`src/rtl/debounce_edge_det.sv`:
```
// debounce_edge_det
// Cleans up a raw asynchronous input (button/switch) so the downstream flop
// only ever sees a glitch-free level. Two-flop synchronizer, then a stability
// counter that accepts a new level only after it has differed from the current
// output for STABLE_CYCLES consecutive cycles. Also produces registered
// rise/fall pulses and a wrapping count of accepted rising edges.
module debounce_edge_det #(
  parameter int STABLE_CYCLES = 4,
  parameter int CNT_W         = 8
) (
  input  logic             clk,
  input  logic             reset,
  input  logic             din,
  input  logic             en,
  output logic             dout,
  output logic             dout_n,
  output logic             rise,
  output logic             fall,
  output logic [CNT_W-1:0] edge_count,
  output logic             busy
);

  // Counter only needs to reach STABLE_CYCLES-1; a single cycle still needs 1 bit.
  localparam int CW = (STABLE_CYCLES > 1) ? $clog2(STABLE_CYCLES) : 1;
  localparam logic [CW-1:0] LAST = CW'(STABLE_CYCLES - 1);

  logic          s1;
  logic          s2;
  logic [CW-1:0] cnt;
  logic [CW-1:0] cnt_next;
  logic          accept;

  // Two-flop synchronizer; runs regardless of enable so s2 is always current.
  always_ff @(posedge clk) begin
    if (reset) begin
      s1 <= 1'b0;
      s2 <= 1'b0;
    end else begin
      s1 <= din;
      s2 <= s1;
    end
  end

  // Decide the next count and whether the candidate level is accepted this cycle.
  always_comb begin
    cnt_next = '0;
    accept   = 1'b0;
    if (!en) begin
      cnt_next = '0;
    end else if (s2 == dout) begin
      cnt_next = '0;
    end else if (cnt == LAST) begin
      accept   = 1'b1;
      cnt_next = '0;
    end else begin
      cnt_next = cnt + 1'b1;
    end
  end

  // Debounced level, one-cycle pulses and rising-edge counter; reset beats any pending change.
  always_ff @(posedge clk) begin
    if (reset) begin
      cnt        <= '0;
      dout       <= 1'b0;
      rise       <= 1'b0;
      fall       <= 1'b0;
      edge_count <= '0;
    end else begin
      cnt  <= cnt_next;
      rise <= accept & s2;
      fall <= accept & ~s2;
      if (accept) begin
        dout <= s2;
      end
      if (accept && s2) begin
        edge_count <= edge_count + 1'b1;
      end
    end
  end

  assign dout_n = ~dout;
  assign busy   = (cnt != '0);

endmodule

```
`config.mk`:
```
export PLATFORM = sky130hd
export DESIGN_NAME = debounce_edge_det
export DESIGN_NICKNAME = d
export VERILOG_FILES = /design/src/rtl/debounce_edge_det.sv
export SDC_FILE = /design/constraint.sdc
export NUM_CORES = 1
export LEC_CHECK = 0
export ABC_AREA = 1
export ABC_CLOCK_PERIOD_IN_PS = 2450
export CAP_MARGIN = 20
export CORE_ASPECT_RATIO = 0.6
export CORE_MARGIN = 2
export CORE_UTILIZATION = 25
export CTS_CLUSTER_DIAMETER = 30
export DETAILED_ROUTE_END_ITERATION = 16
export MAX_ROUTING_LAYER = met4
export REMOVE_ABC_BUFFERS = 1
export SYNTH_ARGS = -nofsm -noshare
export SYNTH_HDL_FRONTEND = slang
export SYNTH_SLANG_ARGS = --single-unit
export TNS_END_PERCENT = 1
```
`constraint.sdc`:
```
create_clock -name clk -period 2.45 [get_ports clk]
set_input_delay 0.49 -clock clk [delete_from_list [all_inputs] [get_ports clk]]
set_output_delay 0.49 -clock clk [all_outputs]
set_load 0.02 [all_outputs]
```
## After elaboration in Yosys (flattened, before gate mapping)

Cells that the tools add are included.

| operators by class | value |
|---|---|
| add/subtract/negate cells | 2 |
| equal/unequal tests | 2 |
| multiplexer cells | 3 |
| bitwise gates (word level) | 5 |
| reduce and logical (&&, ||, !) cells | 3 |

Operators with widths:

| cell | number |
|---|---|
| 8-bit by 1-bit adder with 8-bit output (second input constant) | 1 |
| 4-bit OR reduction | 1 |
| 1-bit two-way mux | 3 |
| 1-bit NOT | 3 |
| 2-bit by 1-bit adder with 2-bit output (second input constant) | 1 |
| 1-bit AND | 2 |
| 2-bit == test (second input constant) | 1 |
| 2-bit nonzero test | 1 |
| 1-bit == test | 1 |
| 1-bit logical AND | 1 |

| storage, ports and cells | value |
|---|---|
| register bits after elaboration | 15 |
| bits of input ports | 4 |

## Longest topological paths before layout

Gate-level depths: netlist of the first run.

| logic depth | value |
|---|---|
| word-level depth | 5 |
| depth in mapped cells | 8 |
| mapped depth without buffers | 7 |

## Worst setup path before layout of the first run

No wires, ideal clock.

| timing | value |
|---|---|
| path type | register -> register |
| start point | reg edge_count[1] |
| end point | reg edge_count[6] |
| library setup time | 0.115 ns |
| arrival | 1.162 ns |
| path slack | 1.173 ns |
| stages on the path, launching flop included | 7 |
| buffers on the path | 0 |
| period minus slack after synthesis | 1.277 ns |
| path through | dfxtp_1 -> ha_1 -> nand2_1 -> nor3_1 -> nand3_1 -> nand2_1 -> nor2_1 |

| between the ends | value |
|---|---|
| word-level cells in the longest chain between the ends | 1 |

Ends and longest elaborated chain:

| item | RTL line | text |
|---|---|---|
| start, declared | 19 | `output logic [CNT_W-1:0] edge_count,` |
| start signal, assigned | 76 | `edge_count <= edge_count + 1'b1;` |
| 8-bit by 1-bit adder with 8-bit output | 76 |  |

No other way between the ends.
A chain may end at the register's enable or synchronous reset.

## Worst setup path in the final report of the first run

| timing | value |
|---|---|
| start point | reg cnt[0] |
| end point | out busy |

| between the ends | value |
|---|---|
| word-level cells in the longest chain between the ends | 1 |

Ends and longest elaborated chain:

| item | RTL line | text |
|---|---|---|
| start, declared | 29 | `logic [CW-1:0] cnt;` |
| start signal, assigned | 69 | `cnt <= cnt_next;` |
| 2-bit nonzero test | 82 | `assign busy = (cnt != '0);` |
| end, declared | 20 | `output logic busy` |

No other way between the ends.

==> reports/results.tsv, run 1 <==
metric	value	unit
Setup TNS Final	0	ns
Crit Path Max Fanout	3	
ys flop type	dfxtp_1	
Yosys top cell area share	42.3	%
slew margin rel.	78.3	%
worst r2r path cells	6	
Cells after DPL	145	
Synth warnings	0	
Tmin final	1.98	ns
post-synthesis cell area	711	um2
Buffers on Ports	16	
Critical Path Slowest Stage Cell	clkdlybuf4s50_1	
DR top layer	met4	
Starting Density	27.4	%
WL met2	625	um
CORE AREA	0.00259	mm2
drt first pass iters	4	
Critical path buffers and inverters	3	
Die Span X	72.8	um
WP depth	4	
CTS H-Tree Depth	1	
Top cell by count, worst path	inv_1	
FMAX	0.504	GHz
Via Count	636	
flops & latches, synth	15	
met3 wire len	118	um
share of cells above drive strength 1	8.55	%
DP Worst Slack	0.736	ns
Critical path origin	cnt[0]	
Synth area leader	dfxtp_1	
Post CTS Setup Buffer Count	0	
max-slew violation count	0	
flop2flop setup slack	1.13	ns
final instance area	946	um2
DR vias/cell	4.27	
initial antenna violation count	0	
Routability Congestion	0.781	
clock-pin transition on the worst setup and hold timing paths	0.07	ns
Die Y	45.3	um
top-count cell post-synth	nand2_1	
critical path type	register to output port	
worst path cell trace	inv_1, ha_1, inv_1, clkdlybuf4s50_1	
Area after DPL	897	um2
wl on met1	747	um
unrepaired setup endpoints after global routing	no	
hold-fix buffers at CTS	0	
register area share after synthesis	42.3	%
first-pass GRT wire length	2330	um
Avg Inst Size Synth	7.11	um2
Setup crit end kind	output port	
Hold Fails Final Rpt	0	
Clock Sinks	15	
largest net degree at the start of global routing	11	
clk_skew	0.00331	ns
worst vdd ir	0.000248	V
Worst R2R Start	edge_count[0]	
Critical path destination	busy	
Row Count	14	
All-Layer GR Usage	9.90	%
max_cap viols	0	
total CTS buffers	3	
drt drc	0	
crit-path max cell delay	0.59	ns
FILL cells	259	
fin crit share	81.0	%
vias in the first global route	487	
Leak	0.384	nW
Final ANT Viol Nets	0	
final setup violating endpoints	0	
CTS Root Cell	clkbuf_8	
EDFF count, synth	0	
CP startpoint kind	register	
synth unique cells	19	
deepest clock path buffer count	2	
DIE AREA	0.00330	mm2
Arr. time, crit path	1.49	ns
post-CTS resize count	0	
num ports	17	
initial drt markers	18	
CP delay by family, top	buffers and inverters	
wirelength, routed	1500	um
Clock Latency Late Sink	0.25	ns
non-filler cells, final	149	
status	completed	
TritonCTS clock tree	yes	
hpwl dp	1110	um
GRT overflow	0	
Worst R2R End	edge_count[6]	
ant diodes	0	
Final nets	125	
Slew @ Worst Pin	0.325	ns
Worst Slack Setup Final	0.466	ns
Worst EP required	1.96	ns
min-delay src	s1	
Power Dens Cells	501	mW/mm2
HP Class	register to register	
most frequent cells after synthesis	nand2_1 (24), dfxtp_1 (15), inv_1 (14), nor2_1 (13), a21oi_1 (8)	
async set-reset flop share out of synthesis	0	%
synthesis-to-finish area growth	33.1	%
Mapped Cells	100	
routed len/inst	10.1	um
ranking of synthesized cells by area	dfxtp_1 (42%), nand2_1 (13%), inv_1 (7.4%), nor2_1 (6.9%), a21oi_1 (5.6%)	
worst reg2reg max path, delay by kind of cell, from the launching register on:
family                     cells  cell delay, ns
adders and majority gates      1            0.29
DFF                            1            0.44
and+or+nand+nor                5            0.48
worst min-delay path by stage:
stage               to  cells past startpoint  slack (ns)
floorplan           s2                      2        0.39
global placement    s2                      2        0.39
detailed placement  s2                      2        0.40
CTS                 s2                      2        0.41
global route        s2                      2        0.45
finish              s2                      2        0.41
per-stage QoR:
| step | total power, W | hold slack (ns) | util, % |
|---|---|---|---|
| after floorplan | 0.000259 | 0.388 | - |
| final | 0.000474 | 0.411 | 36.5 |
| after CTS | 0.000482 | 0.410 | 36.5 |
| after global routing | 0.000496 | 0.450 | 36.5 |
| after detailed placement | 0.000269 | 0.401 | 34.6 |
| after global placement | 0.000269 | 0.393 | 34.6 |
placed cells by master, fill, tap and decap left out:
master,netlist,final
nand2_1,24,24
clkdlybuf4s50_1,0,16
dfxtp_1,15,15
inv_1,14,14
nor2_1,13,13
a21oi_1,8,8
nand3_1,6,6
inv_2,3,3
ha_1,3,3
clkbuf_8,0,3
o21ai_1,2,2
nand4_1,2,2
nand4_4,1,1
xor2_1,1,1
o21ai_0,1,1
nor4_1,1,1
nand2_2,1,1
nor2_4,1,1
nor3_1,1,1
clkinvlp_4,0,1
per-layer routing:
| metal | vias up | track usage [%] |
|---|---|---|
| met1 | 272 | 13.6 |
| met4 | 0 | 2.22 |
| met3 | 2 | 4.02 |
| met2 | 19 | 13.5 |
| met5 | - | - |
| li1 | 343 | - |
layout make-up:
type	instances	area (um2)	share of cell area, %
Clock buffer	3	41.3	4.37
Clock inverter	1	7.51	0.794
Inverter	17	63.8	6.75
Multi-Input combinational cell	65	333	35.2
Sequential cell	15	300	31.7
Tap cell	32	40.0	4.23
Timing Repair Buffer	16	160	16.9
flip-flops by register name (all words and copies together) (netlist names):
register    count
edge_count      8
cnt             2
s2              1
fall            1
rise            1
dout            1
s1              1
power by group:
part           leakage (nW)  internal, W  switching, W
clock network        0.0217     0.000114     0.0000957
registers             0.121     0.000246    0.00000160
logic                 0.241   0.00000732    0.00000912
total                 0.384     0.000367      0.000106
kinds of logic after synthesis:
group                    after synthesis  synth area share [%]
flip-flops                            15                  42.3
AO/OA/AOI/OAI                         11                  7.75
adder cells (fa/ha/maj)                3                  5.28
XOR/XNOR                               1                  1.23
AND/OR/NAND/NOR                       50                  32.6
buffers and inverters                 20                  10.9
Power figures use the tool's default switching activity.
==> run 2: changes to the inputs <==
- ABC_CLOCK_PERIOD_IN_PS: 2450 -> 1870
- clock period: 2.45 -> 1.87 ns (I/O delays scaled with it)
==> run 2 against run 1 <==
Compared with the run above: non-clock buffer count is 3 higher; combinational power is 39% higher; first-iteration DRC count is 33% higher; wire length is 5.2% higher; register-to-register slack worse by 0.61 ns; sequential cell count stayed put; cell count is 2.0% higher; clock power is 23% higher; clock-buffer cell count stayed put; setup slack worse by 0.32 ns.
==> reports/results.tsv, run 2 (synthesis gave the netlist of run 1 again) <==
metric	value	unit	change
status	completed		
Worst EP required	1.50	ns	-0.46 ns
Hold Fails Final Rpt	0		unchanged
FILL cells	269		+3.9%
drt drc	0		unchanged
GRT met1 Usage	12.9	%	-0.67 points
Critical Path Slowest Stage Cell	clkdlybuf4s50_1		
DIE AREA	0.00330	mm2	unchanged
hpwl dp	1240	um	+11%
CTS Root Cell	clkbuf_8		
initial antenna violation count	0		unchanged
worst vdd ir	0.000252	V	+1.6%
total CTS buffers	3		unchanged
deepest clock path buffer count	2		unchanged
top flop regs	edge_count (8), cnt (2)		
Setup crit end kind	output port		
most frequent cells in the layout	nand2_1 (24), dfxtp_1 (15), clkdlybuf4s50_1 (15)		
Starting Density	27.4	%	unchanged
ant diodes	0		unchanged
worst path cell trace	inv_1, clkdlybuf4s50_1		
FMAX	0.580	GHz	
Worst R2R Start	edge_count[1]		
GR Layer Usage met3	4.46	%	+0.45 points
initial drt markers	24		+6
max_cap viols	0		unchanged
Row Count	14		unchanged
max-slew violation count	0		unchanged
CTS H-Tree Depth	1		unchanged
post-CTS resize count	1		+1
CP startpoint kind	register		
GRT overflow	0		unchanged
vias in the first global route	627		+29%
TritonCTS clock tree	yes		
Die Y	45.3	um	unchanged
Arr. time, crit path	1.35	ns	-0.14 ns
Via Count	652		+2.5%
wirelength, routed	1580	um	+5.2%
Post CTS Setup Buffer Count	0		unchanged
total power draw	0.000606	W	+28%
Die Span X	72.8	um	unchanged
min-delay src	s1		
Final ANT Viol Nets	0		unchanged
fin crit share	92.2	%	
Clock Sinks	15		unchanged
slew margin rel.	81.2	%	+3.0 points
unrepaired setup endpoints after global routing	no		
most common cell after layout, fill and taps aside	nand2_1		
Top reg by flops	edge_count		
share of cells above drive strength 1	10.8	%	+2.3 points
DR vias/cell	4.29		+0.49%
final hold slack	0.401	ns	-0.00995 ns
Final nets	128		+2.4%
Buffers on Ports	16		unchanged
num ports	17		unchanged
Routability Congestion	0.798		+2.1%
non-filler cells, final	152		+2.0%
grt met2 use	18.0	%	+4.5 points
clock-pin transition on the worst setup and hold timing paths	0.06	ns	about the same
crit-path max cell delay	0.63	ns	+0.04 ns
final setup violating endpoints	0		unchanged
Power Dens Cells	628	mW/mm2	+25%
synthesis-to-finish area growth	35.7	%	
largest net degree at the start of global routing	10		-1
Slew @ Worst Pin	0.279	ns	-0.0455 ns
routed len/inst	10.4	um	+3.1%
clk_skew	0.00116	ns	-0.00214 ns
All-Layer GR Usage	11.1	%	+1.2 points
critical path type	register to output port		
max FFs per register	8		unchanged
Crit Path Max Fanout	4		+1
Clock Latency Late Sink	0.24	ns	about the same
Setup TNS Final	0	ns	unchanged
CORE AREA	0.00259	mm2	unchanged
drt first pass iters	5		+1
Tmin final	1.72	ns	
HP Class	register to register		
Critical path origin	dout		
Leak	0.408	nW	+6.3%
Cells after DPL	148		+2.1%
GRT busiest layer	met2		
first-pass GRT wire length	2680	um	+15%
hold-fix buffers at CTS	0		unchanged
-- run 2: area by class of cell --
cell class                 instances  area [um2]  share of cell area (%)
clock inverter                     1        5.00                   0.519
inverter                          17        63.8                    6.61
multi-input combinational         65         333                    34.5
sequential                        15         300                    31.1
timing repair buffer              19         181                    18.8
tap                               32        40.0                    4.15
clock buffer                       3        41.3                    4.28
-- run 2: per-stage QoR --
| stage | area (um2) | utilization (%) | setup slack [ns] |
|---|---|---|---|
| 3_5_place_dp | 920 | 35.5 | 0.271 |
| 6_report | 965 | 37.2 | 0.145 |
| 3_3_place_gp | 920 | 35.5 | 0.312 |
| 4_1_cts | 965 | 37.2 | 0.129 |
| 2_1_floorplan | 697 | - | 0.582 |
| 5_1_grt | 965 | 37.2 | 0.0798 |
-- run 2: final timing paths --
kind / endpoint / slack (ns) / cells past startpoint
min reg2reg: s2 / 0.40 / 2
max reg2reg: edge_count[6] / 0.52 / 6
max: dout_n / 0.15 / 2
min: s2 / 0.40 / 2
-- run 2: critical path: cells and delay by family (launching register included) --
| family | cells | cell delay (ns) |
|---|---|---|
| buffers and inverters | 2 | 0.78 |
| DFF | 1 | 0.33 |
-- run 2: report_power, final --
part,total [W],switching [W],internal [W]
clock,0.000259,0.000111,0.000147
sequential,0.000324,0.00000211,0.000322
combinational,0.0000228,0.0000122,0.0000107
-- run 2: routing by layer --
metal / part of all wire (%) / wire length [um]
met4: 1.1 / 17
met2: 44 / 690
met5: 0 / 0
met1: 49 / 769
met3: 6.6 / 104
